## config.mk

```make
export PLATFORM = sky130hd
export DESIGN_NAME = rf_access_ctrl
export DESIGN_NICKNAME = d
export VERILOG_FILES = /design/src/rtl/rf_pkg.sv /design/src/rtl/rf_bypass_mux.sv /design/src/rtl/rf_access_ctrl.sv
export SDC_FILE = /design/constraint.sdc
export NUM_CORES = 1
export LEC_CHECK = 0
export ABC_AREA = 1
export BUFFER_PORTS_ARGS = -buffer_cell sky130_fd_sc_hd__buf_2
export CORE_MARGIN = 10
export CORE_UTILIZATION = 52
export CTS_CLUSTER_SIZE = 10
export DETAILED_ROUTE_END_ITERATION = 12
export PLACE_DENSITY = 0.82
export SLEW_MARGIN = 25
export SYNTH_ARGS = -nofsm -noshare
export SYNTH_HDL_FRONTEND = slang
export SYNTH_HIERARCHICAL = 1
export SYNTH_SLANG_ARGS = --single-unit
```

## constraint.sdc

```tcl
create_clock -name clk -period 1.7 [get_ports clk]
set_clock_uncertainty 0.15 [all_clocks]
set_input_delay 0.17 -clock clk [delete_from_list [all_inputs] [get_ports clk]]
set_output_delay 0.17 -clock clk [all_outputs]
set_load 0.1 [all_outputs]
```

## src/rtl/rf_pkg.sv

```systemverilog
// Shared definitions for the register-file access path.
//   XLEN / REG_AW   : datapath and register-address widths
//   PHASE_RD        : phase-0, write presented to the RF / read data returned
//   PHASE_WR        : phase-1, write committed in the RF / reads accepted
//   wr_req_t        : write request payload {rd, data}
package rf_pkg;

   localparam int unsigned XLEN   = 32;
   localparam int unsigned REG_AW = 5;

   localparam logic PHASE_RD = 1'b0;
   localparam logic PHASE_WR = 1'b1;

   typedef struct packed {
      logic [REG_AW-1:0] rd;
      logic [XLEN-1:0]   data;
   } wr_req_t;

endpackage

```

## src/rtl/rf_bypass_mux.sv

```systemverilog
// Per-operand forward select: picks the bypassed write data when it targets
// the same non-zero register, otherwise passes the register-file read data.
//   addr      : operand register address
//   rf_val    : register-file read data for addr
//   byp_v     : bypass entry valid
//   byp_rd    : bypass entry destination register
//   byp_data  : bypass entry data
//   operand_c : forwarded operand value (combinational)
module rf_bypass_mux
   import rf_pkg::*;
(
   input  logic [REG_AW-1:0] addr,
   input  logic [XLEN-1:0]   rf_val,
   input  logic              byp_v,
   input  logic [REG_AW-1:0] byp_rd,
   input  logic [XLEN-1:0]   byp_data,
   output logic [XLEN-1:0]   operand_c
);

   logic hit_c;

   // x0 never forwards; the RF already returns 0 for it
   always_comb begin
      hit_c     = 1'b0;
      operand_c = rf_val;
      hit_c     = (addr != '0) && byp_v && (byp_rd == addr);
      if (hit_c) begin
         operand_c = byp_data;
      end
   end

endmodule

```

## src/rtl/rf_access_ctrl.sv

```systemverilog
// Initiator-side controller for the two-phase register file. Accepts one
// operand read and one writeback per 2-cycle period, drives the RF ports with
// phase alignment and forwards the write of the read's own period.
//   clk, rst_n                        : clock, async active-low reset
//   req_valid/req_ready/req_rs1/rs2/tag : read request handshake
//   wb_valid/wb_ready/wb_rd/wb_data   : write request handshake
//   rsp_valid/rsp_rs1_v/rsp_rs2_v/rsp_tag : read response (one-cycle pulse)
//   rf_rs1/rf_rs2/rf_rd/rf_rd_v/rf_we : to register file
//   rf_rs1_v/rf_rs2_v                 : from register file
module rf_access_ctrl
   import rf_pkg::*;
#(
   parameter int unsigned TAG_W = 4
) (
   input  logic              clk,
   input  logic              rst_n,
   input  logic              req_valid,
   output logic              req_ready,
   input  logic [REG_AW-1:0] req_rs1,
   input  logic [REG_AW-1:0] req_rs2,
   input  logic [TAG_W-1:0]  req_tag,
   input  logic              wb_valid,
   output logic              wb_ready,
   input  logic [REG_AW-1:0] wb_rd,
   input  logic [XLEN-1:0]   wb_data,
   output logic              rsp_valid,
   output logic [XLEN-1:0]   rsp_rs1_v,
   output logic [XLEN-1:0]   rsp_rs2_v,
   output logic [TAG_W-1:0]  rsp_tag,
   output logic [REG_AW-1:0] rf_rs1,
   output logic [REG_AW-1:0] rf_rs2,
   output logic [REG_AW-1:0] rf_rd,
   output logic [XLEN-1:0]   rf_rd_v,
   output logic              rf_we,
   input  logic [XLEN-1:0]   rf_rs1_v,
   input  logic [XLEN-1:0]   rf_rs2_v
);

   logic phase_q, phase_d;

   logic              pend_v_q;
   wr_req_t           pend_q;
   logic              iss_v_q;
   wr_req_t           iss_q;
   logic              we_q;
   logic              byp_v_q;
   wr_req_t           byp_q;
   logic              s1_v_q;
   logic [TAG_W-1:0]  s1_tag_q;
   logic [REG_AW-1:0] rs1_q, rs2_q;
   logic              s2_v_q;
   logic [TAG_W-1:0]  s2_tag_q;
   logic [REG_AW-1:0] s2_rs1_q, s2_rs2_q;

   logic              wr_acc_c;
   logic              rd_acc_c;
   wr_req_t           wb_req_c;
   logic [XLEN-1:0]   op1_c, op2_c;

   // Phase state register, mirrors the RF's own phase
   always_ff @(posedge clk or negedge rst_n) begin
      if (!rst_n) begin
         phase_q <= PHASE_WR;
      end else begin
         phase_q <= phase_d;
      end
   end

   // Phase next-state and handshake decode
   always_comb begin
      phase_d     = phase_q;
      wb_req_c    = '0;
      wr_acc_c    = 1'b0;
      rd_acc_c    = 1'b0;
      case (phase_q)
         PHASE_RD: phase_d = PHASE_WR;
         default:  phase_d = PHASE_RD;
      endcase
      wb_req_c.rd   = wb_rd;
      wb_req_c.data = wb_data;
      // x0 writes are acknowledged but never stored
      wr_acc_c = wb_valid && !pend_v_q && (wb_rd != '0);
      rd_acc_c = req_valid && (phase_q == PHASE_WR);
   end

   // Datapath: write staging, issue, bypass and read pipeline
   always_ff @(posedge clk or negedge rst_n) begin
      if (!rst_n) begin
         pend_v_q <= 1'b0;
         pend_q   <= '0;
         iss_v_q  <= 1'b0;
         iss_q    <= '0;
         we_q     <= 1'b0;
         byp_v_q  <= 1'b0;
         byp_q    <= '0;
         s1_v_q   <= 1'b0;
         s1_tag_q <= '0;
         rs1_q    <= '0;
         rs2_q    <= '0;
         s2_v_q   <= 1'b0;
         s2_tag_q <= '0;
         s2_rs1_q <= '0;
         s2_rs2_q <= '0;
      end else if (phase_q == PHASE_WR) begin
         // End of period: the write issued this period becomes the bypass
         // entry for the reads that were addressed during it.
         byp_v_q  <= iss_v_q;
         byp_q    <= iss_q;
         s2_v_q   <= s1_v_q;
         s2_tag_q <= s1_tag_q;
         s2_rs1_q <= rs1_q;
         s2_rs2_q <= rs2_q;
         // A staged write is older than anything arriving now
         if (pend_v_q) begin
            iss_v_q <= 1'b1;
            iss_q   <= pend_q;
            we_q    <= 1'b1;
         end else if (wr_acc_c) begin
            iss_v_q <= 1'b1;
            iss_q   <= wb_req_c;
            we_q    <= 1'b1;
         end else begin
            iss_v_q <= 1'b0;
            we_q    <= 1'b0;
         end
         pend_v_q <= 1'b0;
         s1_v_q   <= rd_acc_c;
         if (rd_acc_c) begin
            rs1_q    <= req_rs1;
            rs2_q    <= req_rs2;
            s1_tag_q <= req_tag;
         end
      end else begin
         // A phase-1 write enable would be re-sampled by the RF
         we_q   <= 1'b0;
         s2_v_q <= 1'b0;
         if (wr_acc_c) begin
            pend_v_q <= 1'b1;
            pend_q   <= wb_req_c;
         end
      end
   end

   rf_bypass_mux u_byp_rs1 (
      .addr      (s2_rs1_q),
      .rf_val    (rf_rs1_v),
      .byp_v     (byp_v_q),
      .byp_rd    (byp_q.rd),
      .byp_data  (byp_q.data),
      .operand_c (op1_c)
   );

   rf_bypass_mux u_byp_rs2 (
      .addr      (s2_rs2_q),
      .rf_val    (rf_rs2_v),
      .byp_v     (byp_v_q),
      .byp_rd    (byp_q.rd),
      .byp_data  (byp_q.data),
      .operand_c (op2_c)
   );

   assign req_ready = (phase_q == PHASE_WR);
   assign wb_ready  = !pend_v_q;
   assign rf_rs1    = rs1_q;
   assign rf_rs2    = rs2_q;
   assign rf_rd     = iss_q.rd;
   assign rf_rd_v   = iss_q.data;
   assign rf_we     = we_q;

   // Response fields read as zero outside the valid pulse
   assign rsp_valid = s2_v_q;
   assign rsp_rs1_v = s2_v_q ? op1_c : '0;
   assign rsp_rs2_v = s2_v_q ? op2_c : '0;
   assign rsp_tag   = s2_v_q ? s2_tag_q : '0;

endmodule
```

Yosys cells after proc, flatten, opt, wreduce, memory -nomap -nowiden
Index checks and enable logic that the tools add are counted.
{"block": "totals", "regBits": 146, "input_bits": 119}
{"block": "classes", "n_eq_ne": 2, "n_mux": 14, "n_bitwise": 1, "n_reduce_logical": 16}
{"operator": "two-way mux 32 bit", "n": 4}
{"operator": "two-way mux 37 bit", "n": 2}
{"operator": "nonzero test 5 bit", "n": 3}
{"operator": "== test 5 bit", "n": 2}
{"operator": "logical AND 1 bit", "n": 7}
{"operator": "two-way mux 1 bit", "n": 7}
{"operator": "AND reduction 2 bit", "n": 3}
{"operator": "two-way mux 4 bit", "n": 1}
{"operator": "nonzero test 2 bit", "n": 2}
{"operator": "zero test 1 bit", "n": 1}
{"operator": "inverter 1 bit", "n": 1}

Depth between registers and ports, before layout
Gate-level depths: netlist (run 1).
{"block": "logic_depth", "ltp_word": 6, "mapped_depth": 11, "depth_no_buf": 10}

Hierarchy
Netlist (run 1), hierarchy kept.
{"module": "rf_access_ctrl", "instances": 1, "cells_per_inst": 837, "area_each_um2": 6567.5, "seq_area_each_um2": 3654.8}
{"module": "rf_bypass_mux", "instances": 2, "cells_per_inst": 137, "area_each_um2": 664.4, "seq_area_each_um2": 0.0}

Worst setup path after synthesis (run 1)
OpenSTA, ideal clock, no wires.
{"block": "synth_timing", "path_kind": "reg2out", "startpoint": "register s2_v_q (netlist: rsp_valid)", "endpoint": "output rsp_rs2_v[14]", "arrival_time_ns": 2.259, "required_time_ns": 1.380, "setup_slack_ns": -0.879, "path_stages_with_launch": 6, "path_cell_list": "dfrtp_1 -> clkbuf_1 -> buf_2 -> buf_1 -> nand2_1 -> inv_1"}
{"block": "synth_via", "elab_chain_len": 1}
{"element": "start, declared", "line_no": "rf_access_ctrl.sv:51", "source": "logic s2_v_q;"}
{"element": "start signal, assigned", "line_no": "rf_access_ctrl.sv:109", "source": "s2_v_q <= s1_v_q;"}
{"element": "two-way mux 32 bit", "line_no": "rf_access_ctrl.sv:173", "source": "assign rsp_rs2_v = s2_v_q ? op2_c : '0;"}
{"element": "end, declared", "line_no": "rf_access_ctrl.sv:28", "source": "output logic [XLEN-1:0] rsp_rs2_v,"}
No other way between the ends.

Worst setup path after layout (run 1)
{"block": "layout_timing", "startpoint": "register byp_q[32] (netlist name)", "endpoint": "output rsp_rs1_v[16]"}
{"block": "layout_via", "elab_chain_len": 4}
{"element": "start, declared", "line_no": "rf_access_ctrl.sv:47", "source": "wr_req_t byp_q;"}
{"element": "start signal, assigned", "line_no": "rf_access_ctrl.sv:108", "source": "byp_q <= iss_q;"}
{"element": "== test 5 bit", "line_no": "rf_bypass_mux.sv:26", "source": "hit_c = (addr != '0) && byp_v && (byp_rd == addr);"}
{"element": "logical AND 1 bit", "line_no": "rf_bypass_mux.sv:26"}
{"element": "two-way mux 32 bit", "line_no": "rf_bypass_mux.sv:27", "source": "if (hit_c) begin"}
{"element": "via op1_c[16]", "line_no": "rf_access_ctrl.sv:58", "source": "logic [XLEN-1:0] op1_c, op2_c;"}
{"element": "two-way mux 32 bit", "line_no": "rf_access_ctrl.sv:172", "source": "assign rsp_rs1_v = s2_v_q ? op1_c : '0;"}
{"element": "end, declared", "line_no": "rf_access_ctrl.sv:27", "source": "output logic [XLEN-1:0] rsp_rs1_v,"}
The timed path passes the listed nets, and every way through them passes these cells.

==> results of run 1 <==
## path summary, 6_finish.rpt
kind                       cells after the start             to  slack, ns       from
max                                           11  rsp_rs1_v[16]      -0.88  byp_q[32]
min                                            5       rf_rd[0]       0.03   wb_rd[0]
max reg2reg                                    3      rf_rs1[3]       0.03  req_ready
min reg2reg                                    2        byp_v_q       0.34    iss_v_q
max in group asynchronous                      3      req_ready       0.68      rst_n
min in group asynchronous                      2     pend_q[30]       0.05      rst_n
## sequential cells by signal (all words and copies together), names as in the netlist
name	count
byp_q	37
pend_q	37
rf_rd_v	32
rf_rd	5
rf_rs1	5
rf_rs2	5
s2_rs1_q	5
s2_rs2_q	5
s1_tag_q	4
s2_tag_q	4
byp_v_q	1
iss_v_q	1
pend_v_q	1
req_ready	1
rf_we	1
rsp_valid	1
s1_v_q	1
## layout by cell type, fill, tap and decap left out, types with 3 or more instances in the layout
| cell type | Yosys | routed |
|---|---|---|
| clkinvlp_4 | 0 | 71 |
| o21ai_2 | 2 | 4 |
| dfrtp_1 | 145 | 141 |
| buf_6 | 11 | 6 |
| nor2_1 | 11 | 9 |
| dfrtp_2 | 0 | 3 |
| o21ai_0 | 46 | 45 |
| dlygate4sd3_1 | 0 | 53 |
| bufinv_16 | 0 | 6 |
| nand3_1 | 38 | 38 |
| o21ai_1 | 12 | 11 |
| buf_12 | 0 | 90 |
| nand2_2 | 3 | 95 |
| nand2_1 | 581 | 471 |
| inv_1 | 106 | 37 |
| buf_4 | 1 | 37 |
| nand2_4 | 0 | 18 |
| nor2_4 | 5 | 5 |
| clkbuf_16 | 0 | 19 |
| mux2_2 | 14 | 14 |
| buf_2 | 49 | 164 |
| nand4_1 | 64 | 64 |
## repair_timing
item	4_1_cts	5_1_grt
cloned	5	2
hold buffers	53	0
endpoints found under the setup margin	70	110
pin swaps	29	24
buffers inserted	10	9
hold endpoints to repair	226	0
gates resized for setup	46	70
## per-layer routing
| layer | routed length [um] | global-route usage, % | vias to the layer above | part of all wire, % |
|---|---|---|---|---|
| met5 | 0 | 0 | - | 0 |
| met4 | 1346 | 12.20 | 0 | 4.3 |
| met3 | 3285 | 7.197 | 139 | 10 |
| met2 | 15650 | 49.46 | 667 | 49 |
| met1 | 11360 | 33.88 | 4225 | 36 |
| li1 | - | - | 4041 | - |
## worst max-delay path: cells and delay by family (launching register included)
| kind | cells | cell delay [ns] |
|---|---|---|
| AOI/OAI and AO/OA | 1 | 0.08 |
| buffers and inverters | 5 | 0.69 |
| DFF | 1 | 0.44 |
| and+or+nand+nor | 5 | 0.62 |
## power groups by stage
| stage | Combinational, mW | Sequential, mW | Clock, mW |
|---|---|---|---|
| 2_1_floorplan | 0.911 | 5.21 | 0 |
| 3_3_place_gp | 2.65 | 4.24 | 0 |
| 3_5_place_dp | 2.70 | 4.27 | 0 |
| 4_1_cts | 2.96 | 4.21 | 4.26 |
| 5_1_grt | 3.29 | 4.29 | 4.45 |
| 6_report | 3.13 | 4.25 | 4.29 |
## area by class of cell
| class | count | area, um2 | share of cell area [%] |
|---|---|---|---|
| timing repair buffer | 356 | 3643 | 28.74 |
| antenna | 2 | 5.005 | 0.03948 |
| sequential | 146 | 3666 | 28.92 |
| inverter | 110 | 673.1 | 5.309 |
| tap | 184 | 230.2 | 1.816 |
| multi-input combinational | 781 | 3785 | 29.85 |
| clock buffer | 20 | 446.7 | 3.523 |
| clock inverter | 12 | 229.0 | 1.806 |
## cells by family (layout without fill, tap and decap cells)
logic type / count (synthesis) / after routing / synth area share, %
AO/OA/AOI/OAI: 63 / 63 / 4.088
multiplexers: 14 / 14 / 1.996
AND/OR/NAND/NOR: 704 / 704 / 37.01
other: 0 / 2 / 0
buffers and inverters: 184 / 498 / 10.62
flip-flops: 146 / 146 / 46.28
## per-stage QoR
step / util, % / hold WS, ns / instances / setup slack, ns / power [mW]
floorplan: - / -0.2756 / 1111 / -0.2260 / 6.120
finish: 86.25 / 0.02874 / 1611 / -0.8777 / 11.67
CTS: 84.38 / 0.006597 / 1600 / -0.7838 / 11.43
global route: 86.25 / 0.02580 / 1611 / -0.9197 / 12.02
global placement: 73.82 / -0.08309 / 1501 / -0.2980 / 6.887
detailed placement: 73.82 / -0.07814 / 1501 / -0.3602 / 6.966
==> summary.md, run 1 <==
| Metric | Value |
|---|---|
| Leading cell types by total area after synthesis | dfrtp_1, nand2_1, nand4_1 |
| Req. time, crit path | 1.38 ns |
| CP max stage delay | 0.44 ns |
| Die Outline Area | 0.02051 mm2 |
| Proportion of power drawn by flip-flops and latches | 36.4% |
| Number of synthesized flops with an enable pin | 0 |
| Cell area reported after detailed placement | 0.01085 mm2 |
| Max Freq | 387.9 MHz |
| Power density cells | 920.6 mW/mm2 |
| Type of the worst setup path | flop to output port |
| Worst-case vdd ir drop | 0.8236 mV |
| Final critical delay including setup and external delays | 2.578 ns |
| Setup slack after layout | -0.8777 ns |
| Aggregate global-route resource usage | 28.90% |
| Number of clock sinks | 146 |
| Number of buffers inserted during clock tree synthesis | 17 |
| Half-perimeter wire length after detailed placement | 19.30 mm |
| I/O pin cnt | 238 |
| P_sw | 4.106 mW |
| Top cells by count, synth | nand2_1, dfrtp_1, inv_1 |
| Nets | 1,531 |
| Post-DR wirelength/cell | 19.64 um |
| Number of buffers on the longest clock path | 2 |
| Internal power summed over all cells | 7.565 mW |
| Slowest cell on the critical path | dfrtp_2 |
| Yosys top cell area share | 45.95% |
| Switching share of power | 35.18% |
| Count of final max-slew check failures | 0 |
| Placer congestion estimate | 0.9467 |
| Slew at the pin closest to its max-slew limit | 0.5317 ns |
| Fillers | 746 |
| Die width | 143.2 um |
| Share of the yosys chip area belonging to registers | 46.28% |
| Count of mapped cells out of synthesis | 1,111 |
| Initial antenna violation count | 2 |
| Aggregate routed wire length | 31.64 mm |
| LEAKAGE | 6.148 nW |
| Share of total power in combinational logic | 26.8% |
| Via Count | 9,072 |
| Summed instance area of the synthesized netlist | 0.007896 mm2 |
| Share of layout cells above drive strength 1 | 38.60% |
| Tightest Hold Check Type | input port to flop |
| Setup violators final | 69 |
| Tcrit/Tclk final | 151.6% |
| Most frequent cell after synthesis | nand2_1 |
| Flops & latches, synth | 146 |
| Async set or reset register ratio after synthesis | 100.0% |
| Vertical die dimension | 143.2 um |
| DRC Markers | 0 |
| Number of different library cells in the post-synthesis netlist | 22 |
| Arrival time of data at the critical path endpoint | 2.26 ns |
| Relative slew margins | 64.79% |
| Top FF cell, synth | dfrtp_1 |
| Remaining antenna violation count after routing | 0 |
| Number of levels the H-tree was split into | 4 |
| Max_cap viols | 0 |
| Endpoint type of the worst setup path | output port |
| Startpoint Class | flop |
| Detailed Routing Iterations Pass 1 | 8 |
| Run status | finished, violations left |
| Critical path cell sequence | buf_4, nand2_1, o21ai_2, nor2_4, buf_4, buf_12, nand4_1, nand2_1, nand2_2, clkinvlp_4, buf_12 |
| Proportion of power drawn by the clock network | 36.7% |
| First-pass GRT wire length | 47.09 mm |
| Number of warning messages in the yosys log | 6 |
| Number of nets produced by synthesis | 1,230 |
| Crit Path Max Fanout | 16 |
| Average cell area after synthesis | 7.107 um2 |
| Total congestion overflow | 0 |
| DRT iter0 DRCs | 871 |
| Vias in the first global route | 8,746 |
| Vias per inst | 5.631 |
| Final-layout setup total negative slack | -51.11 ns |
| Cell area after layout | 0.01268 mm2 |
| Initial standard-cell utilization of the core | 53.72% |
| Setup repair after global routing missed its margin | true |
| Clock tree from TritonCTS | yes |
| Syn-to-layout area delta | 60.56% |
| Cell type with the largest total area after synthesis | dfrtp_1 |
| Failing checks | negative setup slack |
| Port Buffer Count | 237 |
| Core area | 0.01470 mm2 |
| Root Driver | clkbuf_16 |
| Clock insertion delay at the later pin of the skew report | 0.42 ns |
| Largest net degree at the start of global routing | 58 |
| Hold Vio Cnt, Final | 0 |
| CTS clk-pin slew, worst paths | 0.06 ns |
| Number of placement rows | 44 |
(Power assumes the default switching activity.)
==> run 2, diff against run 1 <==
--- a/config.mk
+++ b/config.mk
@@ -8,10 +8,10 @@
 export ABC_AREA = 1
 export BUFFER_PORTS_ARGS = -buffer_cell sky130_fd_sc_hd__buf_2
 export CORE_MARGIN = 10
-export CORE_UTILIZATION = 52
+export CORE_UTILIZATION = 50
 export CTS_CLUSTER_SIZE = 10
 export DETAILED_ROUTE_END_ITERATION = 12
-export PLACE_DENSITY = 0.82
+export PLACE_DENSITY = 0.79
 export SLEW_MARGIN = 25
 export SYNTH_ARGS = -nofsm -noshare
 export SYNTH_HDL_FRONTEND = slang
==> summary.md, run 2 (synthesis results as in run 1) <==
| Metric | Value |
|---|---|
| Share of the core filled with cells | 83.39% |
| LEAKAGE | 6.156 nW |
| Largest net degree at the start of global routing | 67 |
| Top delay family on crit path | simple AND/OR/NAND/NOR gates |
| Clock insertion delay at the later pin of the skew report | 0.41 ns |
| Met1 usage in global routing | 31.77% |
| Library cell appearing most often on the critical path | nand2_2 |
| Worst flop-to-flop path startpoint | pend_v_q |
| Proportion of power drawn by flip-flops and latches | 39.2% |
| Startpoint Class | flop |
| Final critical delay including setup and external delays | 2.597 ns |
| Power density cells | 849.2 mW/mm2 |
| Root Driver | clkbuf_16 |
| Initial standard-cell utilization of the core | 51.56% |
| Detailed Routing Iterations Pass 1 | 6 |
| Max Freq | 385.1 MHz |
| Half-perimeter wire length after detailed placement | 19.28 mm |
| Syn-to-layout area delta | 61.73% |
| Initial antenna violation count | 2 |
| Worst Hold Margin | 0.03173 ns |
| Slew at the pin closest to its max-slew limit | 0.5461 ns |
| Hold Vio Cnt, Final | 0 |
| Met2 Use GR | 43.06% |
| Failing checks | negative setup slack |
| CTS clk-pin slew, worst paths | 0.07 ns |
| Endpoint type of the worst setup path | output port |
| HP Start | wb_rd[3] |
| Setup repair after global routing missed its margin | true |
| Placer congestion estimate | 0.8882 |
| Vertical die dimension | 145.7 um |
| Aggregate routed wire length | 30.73 mm |
| First-pass GRT wire length | 45.31 mm |
| Cell area reported after detailed placement | 0.01091 mm2 |
| Most heavily used metal layer in global routing | met2 |
| CP Depth | 12 |
| Remaining antenna violation count after routing | 0 |
| Vias per inst | 5.472 |
| Setup violators final | 69 |
| Port Buffer Count | 237 |
| Die width | 145.7 um |
| Highest-count cells in the layout ignoring fill and taps | nand2_1, buf_2, dfrtp_1, nand2_2, buf_12 |
| Crit Path Max Fanout | 8 |
| Cell area after layout | 0.01277 mm2 |
| Tcrit/Tclk final | 152.7% |
| Critical path cell sequence | inv_2, nand2_2, nand2_2, nand2_2, nor2_4, nand3_4, buf_12, nand2_2, nand2_2, nand2_2, clkinvlp_4, buf_12 |
| Arrival time of data at the critical path endpoint | 2.28 ns |
| Run status | finished, violations left |
| Count of final max-slew check failures | 0 |
| GR met3 Demand/Resource | 6.644% |
| Proportion of power drawn by the clock network | 32.1% |
| Number of clock sinks | 146 |
| Worst path buffer plus inverter count | 4 |
| Number of placement rows | 45 |
| Nets | 1,535 |
| Req. time, crit path | 1.38 ns |
| Clock tree from TritonCTS | yes |
| Via Count | 8,985 |
| Internal power summed over all cells | 6.678 mW |
| Die Outline Area | 0.02122 mm2 |
| Setup slack after layout | -0.8967 ns |
| Total congestion overflow | 0 |
| Max_cap viols | 0 |
| Core area | 0.01531 mm2 |
| Number of buffers inserted during clock tree synthesis | 17 |
| Tightest Hold Check Type | input port to flop |
| Post-DR wirelength/cell | 18.72 um |
| Number of buffers on the longest clock path | 2 |
| Vias in the first global route | 8,412 |
| I/O pin cnt | 238 |
| Aggregate global-route resource usage | 26.05% |
| Number of levels the H-tree was split into | 4 |
| DRC Markers | 0 |
| Share of layout cells above drive strength 1 | 40.73% |
| Worst-case vdd ir drop | 0.7305 mV |
| Number of placed instances, taps included | 1,525 |
| End point of the worst hold path | rf_rd[3] |
| Switching share of power | 38.42% |
| Type of the worst setup path | flop to output port |
| Final Non-Filler Cells | 1,642 |
| Final-layout setup total negative slack | -54.11 ns |
| Most common cell after layout, fill and taps aside | nand2_1 |
| Worst hold stages | 5 |
| Relative slew margins | 63.84% |
| Share of total power in combinational logic | 28.8% |
| P_sw | 4.167 mW |
| CP max stage delay | 0.45 ns |
| DRT iter0 DRCs | 860 |
| Slowest cell on the critical path | dfrtp_2 |
| Number of cells traversed by the worst register-to-register path | 7 |
| Endpoint of the worst register-to-register path | rf_rd_v[3] |
| Setup slack on the worst flop-to-flop path | 0.05 ns |
run 2: cell count changes in the layout (fill, tap and decap cells not counted), moves of 3 or more:
cell / change
buf_4: -7
buf_6: +3
bufinv_16: -6
clkbuf_16: +6
inv_1: -3
inv_2: +3
nand2_1: -27
nand2_2: +28
run 2: power groups by stage:
stage	Combinational [mW]	Sequential, mW	Clock (mW)
2_1_floorplan	0.911	5.21	0
3_3_place_gp	2.64	4.24	0
3_5_place_dp	2.69	4.27	0
4_1_cts	2.89	4.21	3.51
5_1_grt	3.29	4.28	3.66
6_report	3.12	4.25	3.48
run 2: final cells by class:
cell class / instances / area [um2]
Antenna cell: 2 / 5.005
Clock buffer: 17 / 425.4
Clock inverter: 15 / 126.4
Fill cell: 847 / 2544
Inverter: 110 / 670.6
Multi-Input combinational cell: 781 / 3841
Sequential cell: 146 / 3666
Tap cell: 211 / 264.0
Timing Repair Buffer: 360 / 3772
run 2: worst reg2reg max path, stage by stage, from the launching register on:
cell and delay, ns:
dfrtp_1 0.45, nor2_2 0.22, nand2_4 0.10, nand2_1 0.15, nand2_2 0.12, clkbuf_16 0.21, nand2_1 0.08, nand2_1 0.06
run 2: worst max-delay path by stage:
stage | from | end | slack [ns]
2_1_floorplan | byp_q[32] | rsp_rs1_v[10] | -0.23
6_report | s2_rs1_q[1] | rsp_rs1_v[9] | -0.90
5_1_grt | byp_q[33] | rsp_rs1_v[0] | -0.95
4_1_cts | byp_q[32] | rsp_rs2_v[0] | -0.76
3_5_place_dp | s2_rs1_q[0] | rsp_rs1_v[21] | -0.34
3_3_place_gp | byp_q[34] | rsp_rs1_v[18] | -0.30
run 2: repair_timing:
item | CTS | global route
gates resized for setup | 56 | 85
hold buffers | 55 | 0
setup buffers | 14 | 6
hold endpoints to repair | 227 | 0
cloned | 1 | 8
setup endpoints to repair | 71 | 110
pin swaps | 11 | 34
run 2: per-stage QoR:
step	setup WS [ns]	power (mW)
floorplan	-0.2260	6.120
global placement	-0.2966	6.881
detailed placement	-0.3425	6.955
CTS	-0.7581	10.60
global route	-0.9516	11.23
finish	-0.8967	10.84
run 2: per-layer routing:
layer	share of wire, %	vias to the layer above
met4	3.7	0
met2	50	570
met1	38	4253
met5	0	-
met3	8.7	94
li1	-	4068
